$ cat config.mk
export PLATFORM = sky130hd
export DESIGN_NAME = bin_to_bcd
export DESIGN_NICKNAME = d
export VERILOG_FILES = /design/src/rtl/bcd_pkg.sv /design/src/rtl/bcd_digit_adj.sv /design/src/rtl/bin_to_bcd.sv
export SDC_FILE = /design/constraint.sdc
export NUM_CORES = 1
export LEC_CHECK = 0
export CAP_MARGIN = 20
export CORE_AREA = 2 2 77 79
export DETAILED_ROUTE_END_ITERATION = 10
export DIE_AREA = 0 0 79 81
export PLACE_DENSITY_LB_ADDON = 0.15
export REMOVE_ABC_BUFFERS = 1
export SYNTH_ARGS = -nofsm -noshare
export SYNTH_HDL_FRONTEND = slang
export SYNTH_HIERARCHICAL = 1
export SYNTH_SLANG_ARGS = --single-unit
$ cat constraint.sdc
create_clock -name clk -period 3.34 [get_ports clk]
set_input_delay 0.334 -clock clk [delete_from_list [all_inputs] [get_ports clk]]
set_output_delay 0.334 -clock clk [all_outputs]
set_load 0.01 [all_outputs]
$ cat src/rtl/bcd_pkg.sv
// Shared constants and state encoding for the binary-to-BCD converter.
package bcd_pkg;

    localparam int unsigned BIN_W     = 15;
    localparam int unsigned DIGITS    = 4;
    localparam int unsigned SCRATCH_W = 20;
    localparam int unsigned ITER      = 15;
    localparam int unsigned CNT_W     = 4;
    localparam logic [15:0] BCD_MAX   = 16'h9999;

    typedef enum logic {
        IDLE,
        SHIFT
    } state_t;

endpackage

$ cat src/rtl/bcd_digit_adj.sv
// Double-dabble digit correction: add 3 to a BCD digit that is 5 or more.
module bcd_digit_adj (
    input  logic [3:0] din,
    output logic [3:0] dout
);

    // 4-bit correction; no carry leaves the digit
    always_comb begin
        dout = din;
        if (din >= 4'd5) begin
            dout = din + 4'd3;
        end
    end

endmodule

$ cat src/rtl/bin_to_bcd.sv
// Sequential 15-bit binary to 4-digit packed BCD converter (one bit per clock),
// saturating to 9999 with an overflow flag.
module bin_to_bcd
    import bcd_pkg::*;
(
    input  logic                  clk,
    input  logic                  rst_n,
    input  logic                  start,
    input  logic [BIN_W-1:0]      bin,
    output logic                  ready,
    output logic                  done,
    output logic [4*DIGITS-1:0]   bcd,
    output logic                  overflow
);

    state_t                 state_q, state_d;
    logic [CNT_W-1:0]       cnt_q, cnt_d;
    logic [BIN_W-1:0]       sr_q, sr_d;
    logic [SCRATCH_W-1:0]   scr_q, scr_d;
    logic [4*DIGITS-1:0]    bcd_q, bcd_d;
    logic                   ovf_q, ovf_d;
    logic                   done_q, done_d;

    logic [SCRATCH_W-1:0]   scr_adj;
    logic [SCRATCH_W-1:0]   scr_nx;
    logic [BIN_W-1:0]       sr_nx;
    logic                   spill;

    // One correction unit per scratch digit
    for (genvar g = 0; g < SCRATCH_W / 4; g++) begin : g_adj
        bcd_digit_adj u_adj (
            .din  (scr_q[4*g +: 4]),
            .dout (scr_adj[4*g +: 4])
        );
    end

    // Next-state, datapath and result selection
    always_comb begin
        state_d = state_q;
        cnt_d   = cnt_q;
        sr_d    = sr_q;
        scr_d   = scr_q;
        bcd_d   = bcd_q;
        ovf_d   = ovf_q;
        done_d  = 1'b0;

        // Bit shifted out of the scratch top can only be set on a broken
        // correction; it is folded into the saturation test defensively.
        {spill, scr_nx, sr_nx} = {scr_adj, sr_q, 1'b0};

        unique case (state_q)
            IDLE: begin
                if (start) begin
                    sr_d    = bin;
                    scr_d   = '0;
                    cnt_d   = CNT_W'(ITER);
                    state_d = SHIFT;
                end
            end
            SHIFT: begin
                scr_d = scr_nx;
                sr_d  = sr_nx;
                cnt_d = cnt_q - 1'b1;
                if (cnt_q == CNT_W'(1)) begin
                    state_d = IDLE;
                    done_d  = 1'b1;
                    if (spill || (scr_nx[19:16] != 4'd0) || (scr_nx[15:0] > BCD_MAX)) begin
                        bcd_d = BCD_MAX;
                        ovf_d = 1'b1;
                    end else begin
                        bcd_d = scr_nx[15:0];
                        ovf_d = 1'b0;
                    end
                end
            end
            default: state_d = IDLE;
        endcase
    end

    // State and datapath registers, asynchronously cleared
    always_ff @(posedge clk or negedge rst_n) begin
        if (!rst_n) begin
            state_q <= IDLE;
            cnt_q   <= '0;
            sr_q    <= '0;
            scr_q   <= '0;
            bcd_q   <= '0;
            ovf_q   <= 1'b0;
            done_q  <= 1'b0;
        end else begin
            state_q <= state_d;
            cnt_q   <= cnt_d;
            sr_q    <= sr_d;
            scr_q   <= scr_d;
            bcd_q   <= bcd_d;
            ovf_q   <= ovf_d;
            done_q  <= done_d;
        end
    end

    assign ready    = (state_q == IDLE);
    assign done     = done_q;
    assign bcd      = bcd_q;
    assign overflow = ovf_q;

endmodule

==> results.md <==
- The leftover overflow at the end of global routing is 0.
- On the worst path, the slowest cell contributes a delay of 570 ps.
- The final wirelength is 5950 µm.
- The via total after detailed routing is 2,307.
- The number of fill cells in the layout is a little over 500.
- After detailed routing, the number of remaining DRC violations is 0.
- The cell area after synthesis is 2990 µm².
- After layout, the worst setup slack is 623 ps.
- The async set or reset register ratio after synthesis is 100%.
- The pin count of the biggest net entering global routing is 55.
- The final hold violation count is 0.
- After detailed placement, the design holds a cell count of 413.
- The Yosys step of the flow raised 6 warnings.
- The setup slack on the worst flop-to-flop path is a little over 600 ps.
- For this design the ratio of total power to cell area is roughly 1000 nW/µm².
- Counting every sink on the clock net gives 58.
- TritonCTS built the clock tree.
- In this run the worst path has a maximum fanout of 6.
- Max-cap violations in this run came to 0.
- The area taken by flip-flops and latches is 1450 µm².
- The proportion of layout cells with a drive suffix above 1 is 8.76%.
- The placed wire-length estimate after detailed placement is 4070 µm.
- At the end of routability-driven placement, the weighted congestion stood at roughly 0.83.
- The transition at the pin with the smallest max-transition slack is 951 ps.
- The critical path data required time is 3570 ps.
- The hold-fix buffer count after cts is 0.
- Clock latency on the worst-skew pair, taken at its later pin, is about 340 ps.
- Once placement finished, the instance area stood at 3410 µm².
- The synthesized design contains 58 register bits.
- Using the TritonRoute via totals, the vias-per-cell ratio works out to about 5.4.
- Post-CTS repair changed the size of 0 cells.
- The library cell contributing the largest single delay on the critical path is sky130_fd_sc_hd__mux2i_1.
- The average wire per cell in the routed design is 13.9 µm.
- Global routing used 21.3% of the available tracks.
- Sequential cells account for 33.1% of the total power.
- No sink is reached through more buffers than the 2 on the longest clock path.
- 0 antenna diodes ended up in the layout.
- The type of the setup path with the least slack is register to register.
- The final antenna-violating net count is 0.
- In this run the clock root is driven by a sky130_fd_sc_hd__clkbuf_8.
- In this run the horizontal extent of the chip is 79 µm.
- The share of total power dissipated in combinational logic is between 40% and 50%.
- The worst setup path startpoint is scr_q[8].
- The count of endpoints failing setup in the final report is 0.
- The switching power total is 1480 µW.
- The share of the cycle needed by the critical path after routing is 81.3%.
- The first routing iteration left approximately 130 violations.
- Per report_power, the clock group accounts for around 19% of the total.
- Summing the sequential cell areas from Yosys gives 48.6% of the chip area.
- The proportion of total power due to net switching is 39.8%.
- The average cell area after synthesis is 9.60 µm².
- The worst register-to-register path ends at bcd[9].
- The initial antenna violation count is 0.
- In this run the static leakage power is 0.00163 µW.
- The setup slack at placement is 652 ps.
- The clock edge transition at the registers on the reported setup and hold paths is 70 ps.
- The via count of the first global-routing pass is roughly 2,200.
- The die is 81 µm tall.
- Measured in cells, the most critical reg-to-reg path has a length of 9.
- The kind of end point of the critical path is a register.
- The number of library cell types mapped by synthesis is 33.
- The post-layout minimum cycle time is 2720 ps.
- In this run the tightest slew margin relative to its limit is between 30% and 40%.
- The core region is 5680 µm².
- In this run the worst setup path terminates at bcd[9].
- The cell count after synthesis came out at 311.
- The top-level port count is 37.
- Among all flip-flop cells after synthesis, the most frequent one is sky130_fd_sc_hd__dfrtp_1.
- The setup fix buffers added after clock tree synthesis is 0.
- The post-route cell area is around 3600 µm².
- Across the routed clock network, the largest skew measured is 5.78 ps.
- The total CTS buffers is 9.
- Setup repair after global routing left no endpoint under its margin.
- After floorplanning, the core was divided into 28 placement rows.
- The worst setup path is launched from a register.
- The number of synthesized flops with an enable pin is 0.
- The count of port buffers added during placement is 36.
- Traced cell by cell, the critical path runs through ha_1, nand2b_1, a21oi_2, mux2i_1, nor2_1, o311ai_0, o21ai_0, o21ba_2, a31o_2.
- The number of cells in the finished layout apart from fillers is 429.
- In the final layout, the multi-input gates occupy 1420 µm².
- The min-delay analysis places its worst path in the category input pin to asynchronous set/reset pin.
- The area added between synthesis and finish is 21.6%.
- For this run, the post-layout net count is 379.
- By area the synthesized netlist is led by sky130_fd_sc_hd__dfrtp_1 (49%), sky130_fd_sc_hd__mux2i_1 (6.7%), sky130_fd_sc_hd__nand2_1 (6.7%), sky130_fd_sc_hd__ha_1 (5.0%), sky130_fd_sc_hd__o21ai_0 (5.0%).
- The top achievable clock speed is 368 MHz.
- In this run the critical register-to-register path is launched from scr_q[8].
- The worst endpoint data arrival time is 2950 ps.
- The H-tree depth is 3.
- The total internal power is 2240 µW.
- The global-route wire length before repair is 10,400 µm.
- The total negative setup slack is 0 ps.
- The top cell type by area accounts for 48.6% of the synthesized area.
- The cell accounting for the most synthesized area is sky130_fd_sc_hd__dfrtp_1.
- IR analysis of the VDD net gives a maximum drop of 0.473 mV.
- The floorplan step defined a die boundary enclosing between 6000 and 7000 µm².
- The count of pins over their slew limit is 0.
- The run finished with clean final reports.
- Before antenna repair, the detailed router went through 5 iterations.
- The initial core utilization is 52.6%.
## cell usage after synthesis (2+ instances only)
cell                       number
sky130_fd_sc_hd__o21ai_1        5
sky130_fd_sc_hd__o21ai_0       30
sky130_fd_sc_hd__a22o_1        16
sky130_fd_sc_hd__o22a_1         5
sky130_fd_sc_hd__inv_1         18
sky130_fd_sc_hd__nor3_1         8
sky130_fd_sc_hd__and2_1         2
sky130_fd_sc_hd__dfrtp_1       58
sky130_fd_sc_hd__and3_1         3
sky130_fd_sc_hd__o31ai_1        2
sky130_fd_sc_hd__xnor2_1        7
sky130_fd_sc_hd__a31o_2         2
sky130_fd_sc_hd__clkbuf_1       7
sky130_fd_sc_hd__a21oi_2        6
sky130_fd_sc_hd__buf_1          3
sky130_fd_sc_hd__nand3_1        4
sky130_fd_sc_hd__buf_2          3
sky130_fd_sc_hd__nand2_1       53
sky130_fd_sc_hd__nor2_1        20
sky130_fd_sc_hd__ha_1          12
sky130_fd_sc_hd__nand2b_1      11
sky130_fd_sc_hd__a21oi_1        6
sky130_fd_sc_hd__mux2i_1       20
## final cells by class
cell class / count / area share [%]
inverter: 18 / 1.86
timing repair buffer: 40 / 10.6
clock inverter: 5 / 2.14
clock buffer: 11 / 3.89
multi-input combinational: 222 / 39.0
tap: 75 / 2.58
sequential: 58 / 40.0
## flip-flops by register name (all words and copies together), names as in the netlist
register,flops
scr_q,20
bcd,16
sr_q,15
cnt_q,4
done,1
overflow,1
state_q,1
## cells by family after synthesis
group,share of synthesized area (%)
and+or+nand+nor,15.2
AOI/OAI and AO/OA,18.4
DFF,48.6
buffers and inverters,4.02
muxes,6.70
adders and majority gates,5.03
xor gates and xnor gates,2.05
## critical path: cells and delay by family, from the launching register on
family,cells,cell delay [ps]
mux,1,570
simple gates,2,270
fa+ha+maj,1,210
flops,1,430
compound gates,5,1120
## cell usage in the layout (no fill, tap or decap), types with 2 or more instances in the layout
cell | netlist | routed
sky130_fd_sc_hd__and3_1 | 3 | 3
sky130_fd_sc_hd__clkdlybuf4s50_1 | 0 | 35
sky130_fd_sc_hd__a21oi_1 | 6 | 6
sky130_fd_sc_hd__clkbuf_8 | 0 | 10
sky130_fd_sc_hd__dfrtp_1 | 58 | 58
sky130_fd_sc_hd__o22a_1 | 5 | 5
sky130_fd_sc_hd__nand2_1 | 53 | 53
sky130_fd_sc_hd__ha_1 | 12 | 12
sky130_fd_sc_hd__a31o_2 | 2 | 2
sky130_fd_sc_hd__nor3_1 | 8 | 8
sky130_fd_sc_hd__nand3_1 | 4 | 4
sky130_fd_sc_hd__a22o_1 | 16 | 16
sky130_fd_sc_hd__o21ai_1 | 5 | 5
sky130_fd_sc_hd__o31ai_1 | 2 | 2
sky130_fd_sc_hd__bufinv_16 | 0 | 2
sky130_fd_sc_hd__a21oi_2 | 6 | 6
sky130_fd_sc_hd__o21ai_0 | 30 | 30
sky130_fd_sc_hd__inv_1 | 18 | 18
sky130_fd_sc_hd__xnor2_1 | 7 | 7
sky130_fd_sc_hd__clkinv_2 | 0 | 2
sky130_fd_sc_hd__nor2_1 | 20 | 20
sky130_fd_sc_hd__buf_4 | 0 | 4
sky130_fd_sc_hd__nand2b_1 | 11 | 11
sky130_fd_sc_hd__mux2i_1 | 20 | 20
sky130_fd_sc_hd__and2_1 | 2 | 2
## worst min path at each step
stage / to / from / depth (start not counted)
2_1_floorplan: bcd[0] / rst_n / 0
3_3_place_gp: bcd[6] / bcd[6] / 2
3_5_place_dp: bcd[6] / bcd[6] / 2
4_1_cts: bcd[3] / rst_n / 1
5_1_grt: bcd[0] / rst_n / 1
6_report: scr_q[13] / rst_n / 1
## per-stage QoR
step / utilization (%) / hold WS, ps / power, µW
2_1_floorplan: - / 38.4 / 2490
3_3_place_gp: 60.1 / 461 / 2970
3_5_place_dp: 60.1 / 470 / 3020
4_1_cts: 64.0 / 183 / 3750
5_1_grt: 64.0 / 223 / 4050
6_report: 64.0 / 145 / 3720
## metal layers
layer,vias to the layer above,GRT usage (%),wire length [µm]
met5,-,0,0
met4,0,7.07,121
met3,10,7.89,291
met2,46,33.5,2760
met1,1102,27.5,2780
li1,1149,-,-
## power groups by stage
stage	registers [µW]	logic, µW	clock network [µW]
global placement	1230	1740	0
global route	1280	2010	761
CTS	1230	1790	732
finish	1230	1770	717
detailed placement	1240	1780	0
floorplan	1280	1200	0
Power figures use the tool's default switching activity.
